## config.mk

```make
export PLATFORM = sky130hd
export DESIGN_NAME = branch_ctrl
export DESIGN_NICKNAME = d
export VERILOG_FILES = /design/src/rtl/branch_ctrl.sv
export SDC_FILE = /design/constraint.sdc
export NUM_CORES = 1
export LEC_CHECK = 0
export CORE_MARGIN = 4
export CORE_UTILIZATION = 58
export CTS_CLUSTER_DIAMETER = 30
export CTS_CLUSTER_SIZE = 8
export DETAILED_ROUTE_END_ITERATION = 12
export PLACE_DENSITY = 0.87
export SYNTH_ARGS = -nofsm -noshare
export SYNTH_HDL_FRONTEND = slang
export SYNTH_SLANG_ARGS = --single-unit
```

## constraint.sdc

```tcl
create_clock -name clk -period 25.3 [get_ports clk]
set_clock_uncertainty 0.1 [all_clocks]
set_input_delay 5.06 -clock clk [delete_from_list [all_inputs] [get_ports clk]]
set_output_delay 5.06 -clock clk [all_outputs]
set_load 0.005 [all_outputs]
```

## src/rtl/branch_ctrl.sv

```systemverilog
// Branch/jump resolution controller for the RV32I execute stage: accepts one op at a time,
// resolves it against registered operands, then drives the fetch redirect and a multi-cycle flush.

module branch_ctrl #(
    parameter int n            = 32,
    parameter int FLUSH_CYCLES = 2
) (
    input  logic         clk,
    input  logic         reset,
    input  logic         br_valid,
    output logic         br_ready,
    input  logic [2:0]   funct3,
    input  logic         is_jal,
    input  logic         is_jalr,
    input  logic [n-1:0] pc,
    input  logic [n-1:0] imm,
    input  logic [n-1:0] rs1_val,
    input  logic [n-1:0] rs2_val,
    output logic         done,
    output logic         taken,
    output logic [n-1:0] link,
    output logic         redirect,
    output logic [n-1:0] redirect_pc,
    output logic         flush,
    output logic         err,
    output logic [n-1:0] branch_count,
    output logic [n-1:0] taken_count
);

    typedef enum logic [1:0] {
        IDLE     = 2'd0,
        RESOLVE  = 2'd1,
        REDIRECT = 2'd2,
        FLUSH    = 2'd3
    } state_t;

    localparam logic [2:0]   FLUSH_LOAD = 3'(FLUSH_CYCLES - 1);
    localparam logic [n-1:0] JALR_MASK  = ~(n'(1'b1));
    localparam logic [n-1:0] LINK_STEP  = n'(3'd4);
    localparam logic [n-1:0] ONE        = n'(1'b1);

    state_t       state_q, state_d;
    logic [n-1:0] pc_q, pc_d;
    logic [n-1:0] imm_q, imm_d;
    logic [n-1:0] rs1_q, rs1_d;
    logic [n-1:0] rs2_q, rs2_d;
    logic [2:0]   funct3_q, funct3_d;
    logic         is_jal_q, is_jal_d;
    logic         is_jalr_q, is_jalr_d;
    logic         done_q, done_d;
    logic         taken_q, taken_d;
    logic         err_q, err_d;
    logic         redirect_q, redirect_d;
    logic         flush_q, flush_d;
    logic [n-1:0] link_q, link_d;
    logic [n-1:0] redirect_pc_q, redirect_pc_d;
    logic [n-1:0] branch_count_q, branch_count_d;
    logic [n-1:0] taken_count_q, taken_count_d;
    logic [2:0]   flush_cnt_q, flush_cnt_d;

    logic         cmp_eq, cmp_lt, cmp_ltu;
    logic         cond_met, funct3_legal, is_jump, would_take;
    logic         res_err, res_taken;
    logic [n-1:0] target;

    // Flag set, target and taken/err decision from the registered op.
    always_comb begin
        cmp_eq       = (rs1_q == rs2_q);
        cmp_lt       = ($signed(rs1_q) < $signed(rs2_q));
        cmp_ltu      = (rs1_q < rs2_q);
        cond_met     = 1'b0;
        funct3_legal = 1'b1;
        case (funct3_q)
            3'b000:  cond_met = cmp_eq;
            3'b001:  cond_met = ~cmp_eq;
            3'b100:  cond_met = cmp_lt;
            3'b101:  cond_met = ~cmp_lt;
            3'b110:  cond_met = cmp_ltu;
            3'b111:  cond_met = ~cmp_ltu;
            default: begin
                cond_met     = 1'b0;
                funct3_legal = 1'b0;
            end
        endcase
        is_jump = is_jal_q | is_jalr_q;
        if (is_jalr_q) begin
            target = (rs1_q + imm_q) & JALR_MASK;
        end else begin
            target = pc_q + imm_q;
        end
        would_take = is_jump | cond_met;
        // JALR only strips bit 0; bit-1 alignment is policed on pc-relative targets.
        res_err   = (~is_jump & ~funct3_legal) | (would_take & ~is_jalr_q & target[1]);
        res_taken = would_take & ~res_err;
    end

    // Next-state, operand capture and registered-output computation.
    always_comb begin
        state_d        = state_q;
        pc_d           = pc_q;
        imm_d          = imm_q;
        rs1_d          = rs1_q;
        rs2_d          = rs2_q;
        funct3_d       = funct3_q;
        is_jal_d       = is_jal_q;
        is_jalr_d      = is_jalr_q;
        done_d         = 1'b0;
        taken_d        = 1'b0;
        err_d          = 1'b0;
        redirect_d     = 1'b0;
        flush_d        = 1'b0;
        link_d         = link_q;
        redirect_pc_d  = redirect_pc_q;
        branch_count_d = branch_count_q;
        taken_count_d  = taken_count_q;
        flush_cnt_d    = flush_cnt_q;
        case (state_q)
            IDLE: begin
                if (br_valid) begin
                    pc_d      = pc;
                    imm_d     = imm;
                    rs1_d     = rs1_val;
                    rs2_d     = rs2_val;
                    funct3_d  = funct3;
                    is_jal_d  = is_jal;
                    is_jalr_d = is_jalr;
                    state_d   = RESOLVE;
                end else begin
                    state_d   = IDLE;
                end
            end
            RESOLVE: begin
                done_d         = 1'b1;
                taken_d        = res_taken;
                err_d          = res_err;
                link_d         = pc_q + LINK_STEP;
                branch_count_d = branch_count_q + ONE;
                if (res_taken) begin
                    redirect_d    = 1'b1;
                    redirect_pc_d = target;
                    taken_count_d = taken_count_q + ONE;
                    flush_d       = 1'b1;
                    state_d       = REDIRECT;
                end else begin
                    state_d       = IDLE;
                end
            end
            REDIRECT: begin
                if (FLUSH_CYCLES > 1) begin
                    flush_d     = 1'b1;
                    flush_cnt_d = FLUSH_LOAD;
                    state_d     = FLUSH;
                end else begin
                    state_d     = IDLE;
                end
            end
            FLUSH: begin
                // Counter holds the flush cycles still owed, including this one.
                if (flush_cnt_q <= 3'd1) begin
                    flush_cnt_d = 3'd0;
                    state_d     = IDLE;
                end else begin
                    flush_cnt_d = flush_cnt_q - 3'd1;
                    flush_d     = 1'b1;
                end
            end
            default: begin
                state_d = IDLE;
            end
        endcase
    end

    // State, operand and output registers with asynchronous abort on reset.
    always_ff @(posedge clk or posedge reset) begin
        if (reset) begin
            state_q        <= IDLE;
            pc_q           <= '0;
            imm_q          <= '0;
            rs1_q          <= '0;
            rs2_q          <= '0;
            funct3_q       <= 3'd0;
            is_jal_q       <= 1'b0;
            is_jalr_q      <= 1'b0;
            done_q         <= 1'b0;
            taken_q        <= 1'b0;
            err_q          <= 1'b0;
            redirect_q     <= 1'b0;
            flush_q        <= 1'b0;
            link_q         <= '0;
            redirect_pc_q  <= '0;
            branch_count_q <= '0;
            taken_count_q  <= '0;
            flush_cnt_q    <= 3'd0;
        end else begin
            state_q        <= state_d;
            pc_q           <= pc_d;
            imm_q          <= imm_d;
            rs1_q          <= rs1_d;
            rs2_q          <= rs2_d;
            funct3_q       <= funct3_d;
            is_jal_q       <= is_jal_d;
            is_jalr_q      <= is_jalr_d;
            done_q         <= done_d;
            taken_q        <= taken_d;
            err_q          <= err_d;
            redirect_q     <= redirect_d;
            flush_q        <= flush_d;
            link_q         <= link_d;
            redirect_pc_q  <= redirect_pc_d;
            branch_count_q <= branch_count_d;
            taken_count_q  <= taken_count_d;
            flush_cnt_q    <= flush_cnt_d;
        end
    end

    assign br_ready     = (state_q == IDLE);
    assign done         = done_q;
    assign taken        = taken_q;
    assign err          = err_q;
    assign link         = link_q;
    assign redirect     = redirect_q;
    assign redirect_pc  = redirect_pc_q;
    assign flush        = flush_q;
    assign branch_count = branch_count_q;
    assign taken_count  = taken_count_q;

endmodule

```

==> results.py <==
metrics = {
    "clocking": {
        "clock_latency_ps": 550,
        "cts_setup_buffers": 0,
        "cts_tree": "yes",
        "cts_buffers": 58,
        "htreeDepth": 2,
        "cts.sinks": 270,
        "ctsResizeCount": 0,
        "hold_buffers": 0,
        "cts_root_buf": "clkbuf_16",
        "clk_pin_slew_worst_paths_ps": 50,
        "clk_path_buf_depth": 3,
    },
    "logic_synthesis": {
        "synth_area_um2": 15000,
        "ys_ff_latch": 270,
        "synth-edff-count": 0,
        "yosysWarnings": 0,
        "synthArstFlopShare_pct": 100,
        "ys_seq_area_share_pct": 45.1,
        "synth_area_leaders": "dfrtp_1 (45%), ha_1 (8.2%), mux2_2 (7.4%), nand2_1 (5.1%), xnor2_1 (4.9%)",
        "avgSynthCellArea_um2": 9.88,
        "syn-num-nets": 1750,
        "yosysTopAreaCell": "dfrtp_1",
        "ys_types": 73,
        "synth_largest_type_area_fraction_pct": 45.1,
        "syn_inst": 1514,
        "synthFlopType": "dfrtp_1",
    },
    "route": {
        "vias": 12792,
        "wl_per_cell_um": 19.4,
        "wl_um": 42100,
        "drtPass1Iterations": 5,
        "vias_per_cell": 5.88,
        "drc": 0,
        "drtIter0Drc": 1172,
        "ant_nets": 0,
    },
    "grt": {
        "antenna_found_initial": 2,
        "grt_use_total_pct": 29.1,
        "grt_pass1_wl_um": 67000,
        "grt_pass1_vias": 12951,
        "grt_max_degree": 113,
        "grt_overflow_total": 0,
    },
    "setup_path": {
        "cp.arrival_ps": 7760,
        "critPathRequiredTime_ps": 25620,
        "end_kind": "flip-flop",
        "crit_type": "in -> reg",
        "startpoint_type": "input pin",
        "critPathMaxFanout": 92,
    },
    "die": {
        "start_util_pct": 59.3,
        "fp.dieH_um": 169,
        "rows": 58,
        "die_area_um2": 28400,
        "die_w_um": 169,
        "core_um2": 25300,
        "ios": 270,
    },
    "layout": {
        "stdcell_count": 2174,
        "final_cell_mix": "dfrtp_1 (270), clkdlybuf4s50_1 (269), nand2_1 (204)",
        "finalNetCount": 2037,
        "antenna_cells": 0,
        "final_common_cell": "dfrtp_1",
        "drive_gt1_share_pct": 12.3,
        "fill_cells": 1594,
        "area_growth_pct": 32.9,
    },
    "timing": {
        "rsz0062_at_grt": "false",
        "slew_headroom_pct": 24.3,
        "fin_crit_sh_pct": 29.4,
        "finalSetupViolCount": 0,
        "worst-slew-pin-transition_ps": 1140,
        "setup_tns_ps": 0,
        "drv_slew": 0,
        "min_period_ps": 7440,
        "max_freq_ghz": 0.134,
        "hold_viol_final": 0,
    },
    "placed_design": {
        "hpwl_um": 29900,
        "routabilityCongestion": 0.932,
        "port_buffers": 269,
        "dpl.cell_count": 2071,
    },
    "pwr": {
        "power_per_cell_area_nw_per_um2": 155,
        "total_power_mw": 3.08,
        "ir_drop_uv": 66.9,
        "leakage_nw": 8.66,
    },
    "status": {
        "status": "completed",
    },
    "hold_path": {
        "hp-class": "reg -> reg",
    },
    "job": {
        "maxCapViolations": 0,
    },
}
==> final cells by class <==
| type | count | area (µm²) | share of cell area [%] |
|---|---|---|---|
| clock inverter | 32 | 358 | 1.80 |
| multi-input combinational | 1127 | 7760 | 39.0 |
| tap | 330 | 413 | 2.08 |
| inverter | 68 | 263 | 1.32 |
| timing repair buffer | 276 | 2750 | 13.8 |
| sequential | 270 | 6760 | 34.0 |
| clock buffer | 71 | 1600 | 8.05 |
==> synth_stat cells (3+ instances only) <==
library cell	number
a211o_1	4
a211oi_1	10
a21o_1	11
a21oi_1	78
a31oi_1	9
a41oi_1	6
and2_1	7
and3_1	14
and4_1	6
buf_1	3
buf_2	7
clkbuf_1	37
dfrtp_1	270
ha_1	98
inv_1	66
mux2_2	98
mux2i_1	4
nand2_1	204
nand2b_1	13
nand3_1	42
nand4_1	36
nor2_1	83
nor2b_1	4
nor3_1	20
nor4_1	6
o211ai_1	14
o21a_1	12
o21ai_0	134
o21bai_1	4
o31ai_1	7
or2_2	4
or3_1	9
xnor2_1	83
xor2_1	56
==> flip-flops by register name, summed over array words and instances, names as in the netlist, named ones only <==
name	count
done	1
redirect_pc	32
flush_cnt_q	3
imm_q	32
rs1_q	32
is_jalr_q	1
state_q	1
taken_count	32
flush	1
err	1
funct3_q	3
redirect	1
pc_q	32
link	32
branch_count	32
rs2_q	32
is_jal_q	1
==> stage by stage <==
step	cell area, µm²	util (%)	worst slack (ps)	hold WS, ps
floorplan	15000	-	12700	363
global placement	17900	71.0	17430	355
CTS	19900	78.8	17890	380
global route	19900	78.8	17750	409
detailed placement	17900	71.0	17390	370
finish	19900	78.8	17860	375
==> worst paths after layout <==
kind	start	to	slack, ps	depth (start not counted)
max	br_valid	rs1_q[24]$_DFFE_PP0P_	17860	4
min	link[11]$_DFFE_PP0P_	link[11]$_DFFE_PP0P_	380	2
max reg2reg	rs1_q[31]$_DFFE_PP0P_	taken_count[30]$_DFFE_PP0P_	20890	12
min reg2reg	link[11]$_DFFE_PP0P_	link[11]$_DFFE_PP0P_	380	2
max in group asynchronous	reset	rs1_q[7]$_DFFE_PP0P_	18570	3
min in group asynchronous	reset	branch_count[29]$_DFFE_PP0P_	4950	2
==> critical path: stages <==
cell	delay, ps
clkdlybuf4s50_1	510
and2_4	900
buf_4	760
mux2_2	420
==> where the power goes <==
part | switching [mW] | internal [mW] | leakage, nW
clock | 0.237 | 0.506 | 0.952
combinational | 0.840 | 0.705 | 4.34
sequential | 0.185 | 0.609 | 3.37
total | 1.26 | 1.82 | 8.66
==> cell families (layout without fill, tap and decap cells) <==
group / after synthesis / count (layout) / synth area share, %
compound gates: 325 / 325 / 13.2
xor+xnor: 139 / 139 / 8.13
fa+ha+maj: 100 / 100 / 8.46
buf+inv: 117 / 447 / 3.04
flops: 270 / 270 / 45.1
mux: 102 / 102 / 7.64
simple gates: 461 / 461 / 14.4
==> per-layer routing <==
metal / up-vias / part of all wire, % / track usage (%) / wire, µm
li1: 5956 / - / - / -
met1: 6166 / 42 / 39.0 / 17500
met2: 577 / 48 / 48.1 / 20100
met3: 89 / 8.0 / 5.53 / 3390
met4: 4 / 2.8 / 9.46 / 1170
met5: - / 0.033 / 0 / 14
(Power assumes the default switching activity.)
